[config.mk]
export PLATFORM = sky130hd
export DESIGN_NAME = mux_stream_rr_flat
export DESIGN_NICKNAME = d
export VERILOG_FILES = /design/src/rtl/mux_stream_rr_if.sv /design/src/rtl/mux_stream_rr.sv /design/src/flat_wrapper.sv
export SDC_FILE = /design/constraint.sdc
export NUM_CORES = 1
export LEC_CHECK = 0
export ABC_AREA = 1
export BUFFER_PORTS_ARGS = -buffer_cell sky130_fd_sc_hd__buf_2
export CORE_ASPECT_RATIO = 1.1
export CORE_MARGIN = 1.5
export CORE_UTILIZATION = 40
export DETAILED_ROUTE_END_ITERATION = 16
export PLACE_DENSITY = 0.75
export RECOVER_POWER = 25
export SLEW_MARGIN = 20
export SYNTH_ARGS = -nofsm -noshare
export SYNTH_HDL_FRONTEND = slang
export SYNTH_SLANG_ARGS = --single-unit
[constraint.sdc]
create_clock -name i_clk -period 2.3 [get_ports i_clk]
set_input_delay 0.46 -clock i_clk [delete_from_list [all_inputs] [get_ports i_clk]]
set_output_delay 0.46 -clock i_clk [all_outputs]
set_load 0.01 [all_outputs]
[src/rtl/mux_stream_rr_if.sv]
// Stream bundle between N producers, the multiplexer and one consumer.
// Signal names are from the multiplexer's point of view.
interface mux_stream_rr_if #(
    parameter int NUM_CH = 4,
    parameter int DW     = 8
);
    localparam int SELW = (NUM_CH > 1) ? $clog2(NUM_CH) : 1;

    logic                   i_mode;
    logic [SELW-1:0]        i_sel;
    logic [NUM_CH-1:0]      i_valid;
    logic [NUM_CH-1:0]      o_ready;
    logic [NUM_CH*DW-1:0]   i_data;
    logic                   o_valid;
    logic                   i_ready;
    logic [DW-1:0]          o_data;
    logic [SELW-1:0]        o_ch;

    modport master (
        output i_mode, i_sel, i_valid, i_data, i_ready,
        input  o_ready, o_valid, o_data, o_ch
    );

    modport slave (
        input  i_mode, i_sel, i_valid, i_data, i_ready,
        output o_ready, o_valid, o_data, o_ch
    );
endinterface

[src/rtl/mux_stream_rr.sv]
// N-channel registered stream multiplexer: fixed-select or round-robin
// arbitration feeding a single one-entry output register.
module mux_stream_rr #(
    parameter int NUM_CH = 4,
    parameter int DW     = 8
) (
    input  logic          i_clk,
    input  logic          i_rstn,
    mux_stream_rr_if.slave bus
);
    localparam int SELW = (NUM_CH > 1) ? $clog2(NUM_CH) : 1;

    logic [SELW-1:0] ptr_q, ptr_d;
    logic [SELW-1:0] ch_q, ch_d;
    logic [DW-1:0]   data_q, data_d;
    logic            valid_q, valid_d;

    logic            gnt_vld;
    logic [SELW-1:0] gnt_idx;
    logic [DW-1:0]   gnt_data;
    logic [SELW:0]   rr_sum;
    logic [SELW-1:0] rr_idx;
    logic            accept;
    logic            xfer_in;

    // Grant: an out-of-range select matches no channel, so it never grants.
    // The round-robin search runs from the farthest offset down so the
    // nearest valid channel at or after ptr is the one left standing.
    always_comb begin
        gnt_vld = 1'b0;
        gnt_idx = '0;
        rr_sum  = '0;
        rr_idx  = '0;
        if (!bus.i_mode) begin
            for (int k = 0; k < NUM_CH; k++) begin
                if (bus.i_sel == SELW'(k) && bus.i_valid[k]) begin
                    gnt_vld = 1'b1;
                    gnt_idx = SELW'(k);
                end
            end
        end else begin
            for (int off = NUM_CH - 1; off >= 0; off--) begin
                rr_sum = {1'b0, ptr_q} + (SELW+1)'(off);
                if (rr_sum >= (SELW+1)'(NUM_CH))
                    rr_sum = rr_sum - (SELW+1)'(NUM_CH);
                rr_idx = rr_sum[SELW-1:0];
                if (bus.i_valid[rr_idx]) begin
                    gnt_vld = 1'b1;
                    gnt_idx = rr_idx;
                end
            end
        end
    end

    assign accept  = ~valid_q | bus.i_ready;
    assign xfer_in = accept & gnt_vld;

    always_comb begin
        gnt_data    = '0;
        bus.o_ready = '0;
        for (int k = 0; k < NUM_CH; k++) begin
            if (gnt_idx == SELW'(k)) begin
                gnt_data       = bus.i_data[k*DW +: DW];
                bus.o_ready[k] = xfer_in;
            end
        end
    end

    always_comb begin
        valid_d = xfer_in | (valid_q & ~bus.i_ready);
        data_d  = xfer_in ? gnt_data : data_q;
        ch_d    = xfer_in ? gnt_idx  : ch_q;
        ptr_d   = ptr_q;
        if (xfer_in && bus.i_mode)
            ptr_d = (gnt_idx == SELW'(NUM_CH - 1)) ? '0 : gnt_idx + 1'b1;
    end

    always_ff @(posedge i_clk or negedge i_rstn) begin
        if (!i_rstn) begin
            valid_q <= 1'b0;
            data_q  <= '0;
            ch_q    <= '0;
            ptr_q   <= '0;
        end else begin
            valid_q <= valid_d;
            data_q  <= data_d;
            ch_q    <= ch_d;
            ptr_q   <= ptr_d;
        end
    end

    assign bus.o_valid = valid_q;
    assign bus.o_data  = data_q;
    assign bus.o_ch    = ch_q;
endmodule

[src/flat_wrapper.sv]
// flat-port wrapper written by rule: the top's interface ports become plain ports
module mux_stream_rr_flat 
#(
    parameter int NUM_CH = 4,
    parameter int DW     = 8
)
  (i_clk, i_rstn, bus_i_mode, bus_i_sel, bus_i_valid, bus_i_data, bus_i_ready, bus_o_ready, bus_o_valid, bus_o_data, bus_o_ch);
  mux_stream_rr_if #(.NUM_CH(NUM_CH), .DW(DW)) bus_i ();
  input  logic i_clk;
  input  logic i_rstn;
  input wire logic [$bits(bus_i.i_mode)-1:0] bus_i_mode;
  input wire logic [$bits(bus_i.i_sel)-1:0] bus_i_sel;
  input wire logic [$bits(bus_i.i_valid)-1:0] bus_i_valid;
  input wire logic [$bits(bus_i.i_data)-1:0] bus_i_data;
  input wire logic [$bits(bus_i.i_ready)-1:0] bus_i_ready;
  output wire logic [$bits(bus_i.o_ready)-1:0] bus_o_ready;
  output wire logic [$bits(bus_i.o_valid)-1:0] bus_o_valid;
  output wire logic [$bits(bus_i.o_data)-1:0] bus_o_data;
  output wire logic [$bits(bus_i.o_ch)-1:0] bus_o_ch;
  assign bus_i.i_mode = bus_i_mode;
  assign bus_i.i_sel = bus_i_sel;
  assign bus_i.i_valid = bus_i_valid;
  assign bus_i.i_data = bus_i_data;
  assign bus_i.i_ready = bus_i_ready;
  assign bus_o_ready = bus_i.o_ready;
  assign bus_o_valid = bus_i.o_valid;
  assign bus_o_data = bus_i.o_data;
  assign bus_o_ch = bus_i.o_ch;
  mux_stream_rr #(.NUM_CH(NUM_CH), .DW(DW)) u_core (.i_clk(i_clk), .i_rstn(i_rstn), .bus(bus_i));
endmodule
==> results of run 1 <==
cells by family (layout without fill, tap and decap cells):
logic type / after synthesis / count (layout) / share of synthesized area, %
simple gates: 93 / 93 / 37.02
compound gates: 30 / 30 / 17.88
buf+inv: 25 / 110 / 10.14
flops: 13 / 13 / 29.61
fa+ha+maj: 4 / 4 / 4.556
xor+xnor: 1 / 1 / 0.7974
registers in the layout (all words and copies together), names as in the netlist:
name                count
u_core.bus.o_data       8
u_core.ptr_q            2
u_core.bus.o_ch         2
u_core.bus.o_valid      1
synth_stat cells (2+ instances only):
cell type	count
sky130_fd_sc_hd__nand2_1	53
sky130_fd_sc_hd__nand3_1	23
sky130_fd_sc_hd__inv_1	16
sky130_fd_sc_hd__dfrtp_1	13
sky130_fd_sc_hd__nor2_1	11
sky130_fd_sc_hd__a21oi_1	8
sky130_fd_sc_hd__o211ai_1	8
sky130_fd_sc_hd__o21a_1	8
sky130_fd_sc_hd__ha_1	4
sky130_fd_sc_hd__buf_6	2
sky130_fd_sc_hd__clkbuf_1	2
sky130_fd_sc_hd__clkinv_1	2
sky130_fd_sc_hd__nand2_2	2
sky130_fd_sc_hd__o21ai_0	2
sky130_fd_sc_hd__o21ai_1	2
worst paths after layout:
check | end | slack [ps] | depth (start not counted)
max | bus_o_ready[1] | -250 | 14
min | u_core.bus.o_data[2]$_DFFE_PN0N_ | 200 | 1
min reg2reg | u_core.bus.o_ch[1]$_DFFE_PN0N_ | 490 | 2
max in group asynchronous | u_core.ptr_q[1]$_DFFE_PN0P_ | 1630 | 1
min in group i_clk | u_core.bus.o_valid$_DFF_PN0_ | 490 | 4
max reg2reg | u_core.bus.o_data[7]$_DFFE_PN0N_ | -160 | 17
what timing repair did:
action,in CTS,in global routing
hold buffers,0,0
gates resized for setup,27,39
pin swaps,9,13
setup endpoints to repair,12,13
setup buffers,10,4
final cells by class:
| type | count | area (um2) |
|---|---|---|
| timing repair buffer | 86 | 544.3 |
| fill | 197 | 621.8 |
| sequential | 13 | 327.8 |
| tap | 31 | 38.79 |
| multi-input combinational | 128 | 892.1 |
| clock buffer | 4 | 26.28 |
| inverter | 20 | 92.59 |
metrics by stage:
step / cells / utilization, % / setup WS, ps / hold slack, ps / total power [mW]
floorplan: 166 / - / 3.735 / 164.4 / 1.064
detailed placement: 266 / 60.40 / -235.7 / 358.4 / 1.449
global route: 282 / 75.55 / -344.9 / 249.6 / 2.314
CTS: 280 / 68.08 / -249.6 / 64.05 / 1.819
finish: 282 / 75.55 / -253.9 / 199.8 / 2.167
global placement: 266 / 60.40 / -156.1 / 353.9 / 1.434
critical path: cells and delay by family (launching register included):
kind          cells  cell delay, ps
buf+inv           4             390
flops             1             500
fa+ha+maj         1             170
simple gates      9             760
layer usage:
metal	share of wire [%]	wire length, um	up-vias
met4	0.98	39	0
met3	5.0	199	6
met1	44	1751	698
met5	0	0	-
met2	50	1997	45
li1	-	-	719
power groups by stage:
stage | Combinational (mW) | Clock (mW) | Sequential (mW)
2_1_floorplan | 0.628 | 0 | 0.436
3_3_place_gp | 1.02 | 0 | 0.411
3_5_place_dp | 1.04 | 0 | 0.410
4_1_cts | 1.28 | 0.139 | 0.400
5_1_grt | 1.74 | 0.149 | 0.424
6_report | 1.61 | 0.137 | 0.417
==> results.py, run 1 <==
metrics = {
    "grt": {
        "globalRouteMet1Util_pct": 30.02,
        "grt_max_degree": 19,
        "grt.overflow.total": 0,
        "number_of_global_route_vias_before_repair": 1293,
        "globalRouteMet2Util_pct": 40.89,
        "met3_use_gr_pct": 3.093,
        "grt.busiest_layer": "met2",
        "antenna_violations_before_repair": 0,
        "tot_gr_track_use_pct": 23.54,
        "grt_pass1_wl_mm": 5.444,
    },
    "worst_setup_path": {
        "worstSetupStartpoint": "u_core.ptr_q[1]$_DFFE_PN0P_",
        "timing.critical_path.required_ps": 1840,
        "critPathMaxStageDelay_ps": 500,
        "cpMaxStageDelayCell": "sky130_fd_sc_hd__dfrtp_2",
        "reg2reg_start": "u_core.ptr_q[1]$_DFFE_PN0P_",
        "critical-path-top-cell-by-count": "sky130_fd_sc_hd__nand2_1",
        "critPathCaptureType": "output pin",
        "crit_path_dat_ps": 2090,
        "setup.worst_path.start_class": "register",
        "crit_fanout": 5,
        "timing_worst_setup_path_type": "reg2out",
        "cp_cell_sequence": "inv_2 > nand2_1 > nand2_1 > nand2_2 > nand3_2 > nand2_1 > nand2_1 > nand3_2 > nand2_4 > inv_2 > ha_4 > inv_1 > nor2_1 > buf_2",
    },
    "power": {
        "sequentialPowerShare_pct": 19.2,
        "p_int_mw": 1.170,
        "power.share.clock_pct": 6.3,
        "p_comb_share_pct": 74.4,
        "power_leakage_nw": 1.009,
        "ir_worst_vdd_uv": 897.1,
        "power.share.switching_pct": 46.01,
        "total_switching_power_uw": 996.9,
        "powerDensity_mw_per_mm2": 1127,
    },
    "synthesis": {
        "synth_seq_cells": 13,
        "syn_inst": 166,
        "seq_area_frac_synth_pct": 29.61,
        "async_flop_share_pct": 100.0,
        "synth_cell_types": 25,
        "synthTopCellsByArea": "sky130_fd_sc_hd__dfrtp_1 30%, sky130_fd_sc_hd__nand2_1 18%, sky130_fd_sc_hd__nand3_1 10%",
        "netlist.top_cell.by_area": "sky130_fd_sc_hd__dfrtp_1",
        "postSynth.topFlopCell": "sky130_fd_sc_hd__dfrtp_1",
        "postSynthNetCount": 212,
        "syn_area_per_cell_um2": 6.618,
        "synth_enable_flop_cells": 0,
        "ys_warn_count": 0,
        "synth_largest_type_area_fraction_pct": 29.61,
        "mappedNetlistArea_mm2": 0.001099,
    },
    "timing": {
        "finalSetupViolations": 13,
        "finClkSkew_ps": 1.373,
        "min_period_over_period_pct": 111.0,
        "post_route_setup_tns_ps": -2160,
        "slew_violations": 0,
        "transition_at_the_pin_with_the_smallest_max_transition_slack_ps": 680.4,
        "hold_violations": 0,
        "maxSlewHeadroom_pct": 54.64,
        "fin_crit_ps": 2554,
        "grt_setup_unrepaired": "yes",
        "max_freq_mhz": 391.6,
        "layout_setup_ws_ps": -253.9,
    },
    "placed_design": {
        "detailed_place.area_mm2": 0.001536,
        "dp_hpwl_mm": 2.486,
        "port_buffers": 56,
        "place_congestion": 0.7645,
    },
    "clock_network": {
        "clock_latency_ps": 270,
        "cts_tree": "done",
        "clk_root_buffer_cell": "sky130_fd_sc_hd__clkbuf_4",
        "cts.htree.levels": 1,
        "clk_pin_slew_worst_paths_ps": 80,
        "tritoncts.num_buffers": 3,
        "clkSinkCount": 13,
        "max-clock-path-buffers": 2,
    },
    "floorplanning": {
        "core_region_area_mm2": 0.002544,
        "dieArea_mm2": 0.003070,
        "dieWidth_um": 52.97,
        "die_height_um": 57.97,
        "floorplan.io_pins": 57,
        "num_rows": 19,
        "start_util_pct": 43.19,
    },
    "detailed_routing": {
        "drt_iter0_markers": 40,
        "post_drt_wl_per_cell_um": 14.14,
        "ant_nets": 0,
        "detailedRoute.firstPassIterationCount": 4,
        "remaining_drc_errors": 0,
        "routed_wirelength_mm": 3.987,
        "via_density_per_instance": 5.206,
        "routed-via-count": 1468,
    },
    "outcome": {
        "violations": "setup timing",
        "outcome": "complete, but fails checks",
    },
    "final_layout": {
        "flow.area_growth_from_synthesis_pct": 74.94,
        "drive_above_1_share_pct": 52.59,
        "final_cell_mix": "55 x sky130_fd_sc_hd__buf_2, 45 x sky130_fd_sc_hd__nand2_1, 24 x sky130_fd_sc_hd__buf_4",
        "fin_nets": 298,
        "final_common_cell": "sky130_fd_sc_hd__buf_2",
        "n_antenna_cell": 0,
        "post-route-cell-area_mm2": 0.001922,
    },
    "worst_hold_path": {
        "hold_class": "in2async",
    },
    "job": {
        "max-cap-violations": 0,
    },
}
No activity file was read; power rests on OpenSTA's default activity.
==> run 2: changes to the inputs <==
Settings changed: GPL_TIMING_DRIVEN set to 0.
==> run 2 against run 1 <==
The flow still finishes with violations (setup timing). Highest routed layer unchanged. Worst setup slack worse by 51 ps. Via count hardly changed. Clock skew hardly changed. Design area is 1.1% higher. Largest power group unchanged.
==> results.py, run 2 (same netlist as run 1, synthesis figures left out) <==
metrics = {
    "detailed_routing": {
        "via_density_per_instance": 5.342,
        "post_drt_wl_per_cell_um": 14.89,
        "routed-via-count": 1469,
        "ant_nets": 0,
        "drt_iter0_markers": 63,
        "remaining_drc_errors": 0,
        "detailedRoute.firstPassIterationCount": 5,
        "routed_wirelength_mm": 4.095,
    },
    "grt": {
        "tot_gr_track_use_pct": 22.41,
        "grt_pass1_wl_mm": 5.237,
        "antenna_violations_before_repair": 0,
        "grt_max_degree": 14,
        "number_of_global_route_vias_before_repair": 1288,
        "grt.overflow.total": 0,
    },
    "final_layout": {
        "final_cell_mix": "53 x sky130_fd_sc_hd__buf_2, 41 x sky130_fd_sc_hd__nand2_1, 15 x sky130_fd_sc_hd__nand3_1",
        "final_common_cell": "sky130_fd_sc_hd__buf_2",
        "flow.area_growth_from_synthesis_pct": 76.88,
        "layout.filler_cells": 176,
        "area_of_the_multi_input_gates_um2": 897.1,
        "fin_nets": 291,
        "drive_above_1_share_pct": 54.92,
        "n_antenna_cell": 0,
        "stdcell_count": 275,
        "seq_area_um2": 327.8,
        "largest_register_ff_count": 8,
    },
    "timing": {
        "transition_at_the_pin_with_the_smallest_max_transition_slack_ps": 676.3,
        "slew_violations": 0,
        "finClkSkew_ps": 1.478,
        "timing.hold.ws_ps": 194.4,
        "finalSetupViolations": 13,
        "post_route_setup_tns_ps": -2036,
        "max_freq_mhz": 383.8,
        "min_period_over_period_pct": 113.3,
        "layout_setup_ws_ps": -305.2,
        "maxSlewHeadroom_pct": 54.91,
        "hold_violations": 0,
        "fin_crit_ps": 2605,
        "grt_setup_unrepaired": "yes",
    },
    "power": {
        "power_after_layout_mw": 2.239,
        "ir_worst_vdd_uv": 884.9,
        "powerDensity_mw_per_mm2": 1152,
        "power_leakage_nw": 0.9896,
    },
    "floorplanning": {
        "dieWidth_um": 52.97,
        "die_height_um": 57.97,
        "num_rows": 19,
        "core_region_area_mm2": 0.002544,
        "floorplan.io_pins": 57,
        "dieArea_mm2": 0.003070,
        "start_util_pct": 43.19,
    },
    "clock_network": {
        "clock_latency_ps": 270,
        "clk_root_buffer_cell": "sky130_fd_sc_hd__clkbuf_4",
        "tritoncts.num_buffers": 3,
        "clkSinkCount": 13,
        "ctsHoldBuffers": 0,
        "max-clock-path-buffers": 2,
        "cts.htree.levels": 1,
        "clk_pin_slew_worst_paths_ps": 70,
        "cts_tree": "done",
    },
    "worst_setup_path": {
        "setup.worst_path.start_class": "register",
        "crit_fanout": 5,
        "timing_worst_setup_path_type": "reg2out",
        "critPathCaptureType": "output pin",
        "crit_path_dat_ps": 2150,
        "timing.critical_path.required_ps": 1840,
    },
    "outcome": {
        "violations": "setup timing",
        "outcome": "complete, but fails checks",
    },
    "job": {
        "max-cap-violations": 0,
    },
    "worst_hold_path": {
        "hold_class": "in2async",
    },
    "placed_design": {
        "port_buffers": 56,
        "place_congestion": 0.8470,
        "place.detailed.instances": 253,
        "dp_hpwl_mm": 2.292,
    },
}
-- run 2: stage by stage --
step	util, %	worst slack (ps)	area (um2)
2_1_floorplan	-	3.735	1107
3_3_place_gp	56.07	-388.3	1426
3_5_place_dp	56.07	-386.9	1426
4_1_cts	67.73	-267.8	1723
5_1_grt	76.39	-416.2	1943
6_report	76.39	-305.2	1943
-- run 2: metal layers --
metal  share of wire (%)  wire (um)  vias to the layer above  GRT usage, %
met5                   0          0                        -             0
met4                 4.2        174                        0         6.593
met3                 7.6        311                       19        0.7732
met2                  51       2094                       74         41.43
met1                  37       1514                      674         27.80
li1                    -          -                      702             -
-- run 2: critical path, stage by stage, from the launching register on --
cell and delay (ps):
sky130_fd_sc_hd__dfrtp_2 510, sky130_fd_sc_hd__inv_4 130, sky130_fd_sc_hd__buf_12 110, sky130_fd_sc_hd__nand3_4 80
sky130_fd_sc_hd__nand2_2 70, sky130_fd_sc_hd__nand3_2 80, sky130_fd_sc_hd__nand2_1 70, sky130_fd_sc_hd__nand2_1 60
sky130_fd_sc_hd__nand3_2 100, sky130_fd_sc_hd__nand2_4 90, sky130_fd_sc_hd__buf_4 150, sky130_fd_sc_hd__ha_1 180
sky130_fd_sc_hd__inv_2 80, sky130_fd_sc_hd__nor2_2 40, sky130_fd_sc_hd__buf_2 140
-- run 2: worst paths after layout --
path / cells past startpoint / slack, ps / startpoint / end
max: 14 / -310 / u_core.ptr_q[1]$_DFFE_PN0P_ / bus_o_ready[0]
min: 1 / 190 / i_rstn / u_core.bus.o_data[4]$_DFFE_PN0N_
max reg2reg: 16 / -230 / u_core.ptr_q[1]$_DFFE_PN0P_ / u_core.bus.o_data[6]$_DFFE_PN0N_
min reg2reg: 2 / 480 / u_core.bus.o_ch[0]$_DFFE_PN0N_ / u_core.bus.o_ch[0]$_DFFE_PN0N_
max in group asynchronous: 1 / 1630 / i_rstn / u_core.ptr_q[0]$_DFFE_PN0P_
min in group i_clk: 2 / 480 / u_core.bus.o_ch[0]$_DFFE_PN0N_ / u_core.bus.o_ch[0]$_DFFE_PN0N_
-- run 2: timing repair --
| action | CTS | global route |
|---|---|---|
| pin swaps | 16 | 21 |
| setup endpoints to repair | 12 | 13 |
| gates resized for setup | 34 | 53 |
| setup buffers | 18 | 4 |
-- run 2: report_power, final --
| group | switching, mW | internal [mW] |
|---|---|---|
| Sequential | 0.0896 | 0.333 |
| Clock | 0.0691 | 0.0671 |
| Combinational | 0.869 | 0.811 |
| Total | 1.03 | 1.21 |
-- run 2: area by class of cell --
class                           count  share of cell area, %
Inverter                           20                  6.053
Sequential cell                    13                  16.87
Multi-Input combinational cell    128                  46.17
Buffer                              2                  1.610
Timing Repair Buffer               77                  25.95
Clock buffer                        4                  1.352
Tap cell                           31                  1.996
==> run 3: changes to the inputs <==
Settings changed: CORE_UTILIZATION 40 to 30, PLACE_DENSITY 0.75 to unset.
==> run 3 against run 2 <==
The run still ends with setup timing left. Sequential power is essentially flat. Via count shrank 6.5%. Clock-buffer cell count is the same. Clock skew grew 11 ps. Global-route usage shrank 5.4 points. Sequential cell count is the same. Utilization shrank 18 points. Cell count grew 6.9%. Non-clock buffer count grew 2. Register-to-register slack lost 20 ps. Design area grew 2.2%. Critical endpoint is now bus_o_ready[2]. Largest cell class unchanged. Highest routed layer unchanged.
==> results.py, run 3 (same netlist as run 1, synthesis figures left out) <==
metrics = {
    "outcome": {
        "outcome": "complete, but fails checks",
        "violations": "setup timing",
    },
    "final_layout": {
        "n_antenna_cell": 0,
        "fin_nets": 293,
        "layout.filler_cells": 342,
        "final_common_cell": "sky130_fd_sc_hd__buf_2",
        "drive_above_1_share_pct": 54.88,
        "final_cell_mix": "54 x sky130_fd_sc_hd__buf_2, 42 x sky130_fd_sc_hd__nand2_1, 17 x sky130_fd_sc_hd__buf_4",
        "flow.area_growth_from_synthesis_pct": 80.75,
        "largest_register_ff_count": 8,
        "stdcell_count": 294,
    },
    "timing": {
        "maxSlewHeadroom_pct": 54.77,
        "layout_setup_ws_ps": -268.4,
        "finClkSkew_ps": 12.62,
        "fin_crit_ps": 2568,
        "transition_at_the_pin_with_the_smallest_max_transition_slack_ps": 678.5,
        "finalSetupViolations": 13,
        "min_period_over_period_pct": 111.7,
        "grt_setup_unrepaired": "yes",
        "slew_violations": 0,
        "max_freq_mhz": 389.3,
        "hold_violations": 0,
    },
    "clock_network": {
        "ctsHoldBuffers": 0,
        "clock_latency_ps": 270,
        "clk_pin_slew_worst_paths_ps": 80,
        "tritoncts.num_buffers": 3,
        "clk_root_buffer_cell": "sky130_fd_sc_hd__clkbuf_4",
        "max-clock-path-buffers": 2,
        "cts.htree.levels": 1,
        "clkSinkCount": 13,
        "cts_tree": "done",
    },
    "power": {
        "powerDensity_mw_per_mm2": 1096,
        "power_after_layout_mw": 2.175,
        "power_leakage_nw": 0.9811,
        "ir_worst_vdd_uv": 454.2,
        "p_comb_share_pct": 74.5,
        "power.share.switching_pct": 45.17,
        "sequentialPowerShare_pct": 19.3,
        "p_int_mw": 1.193,
        "total_switching_power_uw": 982.6,
        "power.share.clock_pct": 6.1,
    },
    "detailed_routing": {
        "post_drt_wl_per_cell_um": 12.17,
        "remaining_drc_errors": 0,
        "drt_iter0_markers": 38,
        "via_density_per_instance": 4.673,
        "routed-via-count": 1374,
        "detailedRoute.firstPassIterationCount": 4,
        "ant_nets": 0,
        "routed_wirelength_mm": 3.579,
    },
    "grt": {
        "grt_max_degree": 14,
        "grt.overflow.total": 0,
        "antenna_violations_before_repair": 0,
        "grt_pass1_wl_mm": 5.319,
        "tot_gr_track_use_pct": 17.04,
        "number_of_global_route_vias_before_repair": 1302,
    },
    "worst_setup_path": {
        "timing.critical_path.required_ps": 1840,
        "critical-path-top-cell-by-count": "sky130_fd_sc_hd__nand2_2",
        "critPathMaxStageDelay_ps": 450,
        "timing_worst_setup_path_type": "reg2out",
        "critPathCaptureType": "output pin",
        "crit_path_dat_ps": 2110,
        "setup.worst_path.start_class": "register",
        "cp_cell_sequence": "buf_12 > nand2_2 > nand3_4 > nand2_2 > nand3_2 > nand2_1 > nand2_2 > nand3_4 > nand2_4 > buf_12 > ha_4 > clkinv_8 > nor2_1 > buf_2",
        "cpMaxStageDelayCell": "sky130_fd_sc_hd__dfrtp_2",
        "crit_fanout": 8,
    },
    "floorplanning": {
        "die_height_um": 66.47,
        "core_region_area_mm2": 0.003413,
        "floorplan.io_pins": 57,
        "num_rows": 22,
        "start_util_pct": 32.18,
        "dieArea_mm2": 0.004034,
        "dieWidth_um": 60.70,
    },
    "placed_design": {
        "place.detailed.instances": 270,
        "port_buffers": 56,
        "place_congestion": 0.8593,
        "dp_hpwl_mm": 2.464,
    },
    "job": {
        "max-cap-violations": 0,
    },
    "worst_hold_path": {
        "hold_class": "in2async",
    },
}
## run 3: path summary, 6_finish.rpt
path                                                start                               end  slack [ps]  cells past startpoint
min in group i_clk         u_core.bus.o_ch[1]$_DFFE_PN0N_    u_core.bus.o_ch[1]$_DFFE_PN0N_         490                      2
hold reg to reg            u_core.bus.o_ch[1]$_DFFE_PN0N_    u_core.bus.o_ch[1]$_DFFE_PN0N_         490                      2
max in group asynchronous                          i_rstn       u_core.ptr_q[1]$_DFFE_PN0P_        1640                      1
setup reg to reg              u_core.ptr_q[0]$_DFFE_PN0P_    u_core.bus.o_ch[1]$_DFFE_PN0N_        -250                     17
setup / recovery              u_core.ptr_q[0]$_DFFE_PN0P_                    bus_o_ready[2]        -270                     14
hold / removal                                     i_rstn  u_core.bus.o_data[2]$_DFFE_PN0N_         190                      1
## run 3: worst max-delay path, delay by kind of cell (launching register included)
kind | cells | cell delay, ps
and+or+nand+nor | 9 | 740
DFF | 1 | 450
adders and majority gates | 1 | 170
buffers and inverters | 4 | 480
## run 3: layout make-up
class	instances	area [um2]	share of cell area (%)
Buffer	2	31.28	1.575
Clock buffer	4	26.28	1.323
Inverter	20	122.6	6.175
Multi-Input combinational cell	128	924.6	46.57
Sequential cell	13	327.8	16.51
Tap cell	48	60.06	3.025
Timing Repair Buffer	79	493.0	24.83
## run 3: metal layers
metal,up-vias,wire (um),GRT usage (%)
met3,2,202,1.359
met4,0,18,4.891
met5,-,0,0
li1,706,-,-
met1,629,1397,20.17
met2,37,1960,31.85
## run 3: repair_timing
item / CTS / global route
cloned: 0 / 0
pin swaps: 10 / 28
endpoints found under the setup margin: 12 / 13
gates resized for setup: 39 / 47
buffers inserted: 20 / 5
## run 3: power by group through the flow
stage          combinational, mW  sequential [mW]  clock (mW)
6_report                    1.62            0.421       0.134
5_1_grt                     1.78            0.433       0.156
4_1_cts                     1.35            0.408       0.138
3_5_place_dp               0.948            0.397           0
3_3_place_gp               0.941            0.394           0
2_1_floorplan              0.628            0.436           0
## run 3: metrics by stage
| step | TNS (ps) | area, um2 | hold WS, ps | utilization, % | worst slack, ps |
|---|---|---|---|---|---|
| floorplan | 0 | 1107 | 164.4 | - | 3.735 |
| global placement | -4481 | 1448 | 358.4 | 42.41 | -436.4 |
| detailed placement | -4470 | 1448 | 359.8 | 42.41 | -433.1 |
| CTS | -3603 | 1787 | 62.05 | 52.35 | -299.9 |
| global route | -3999 | 1986 | 238.4 | 58.17 | -407.5 |
| finish | -1941 | 1986 | 194.7 | 58.17 | -268.4 |
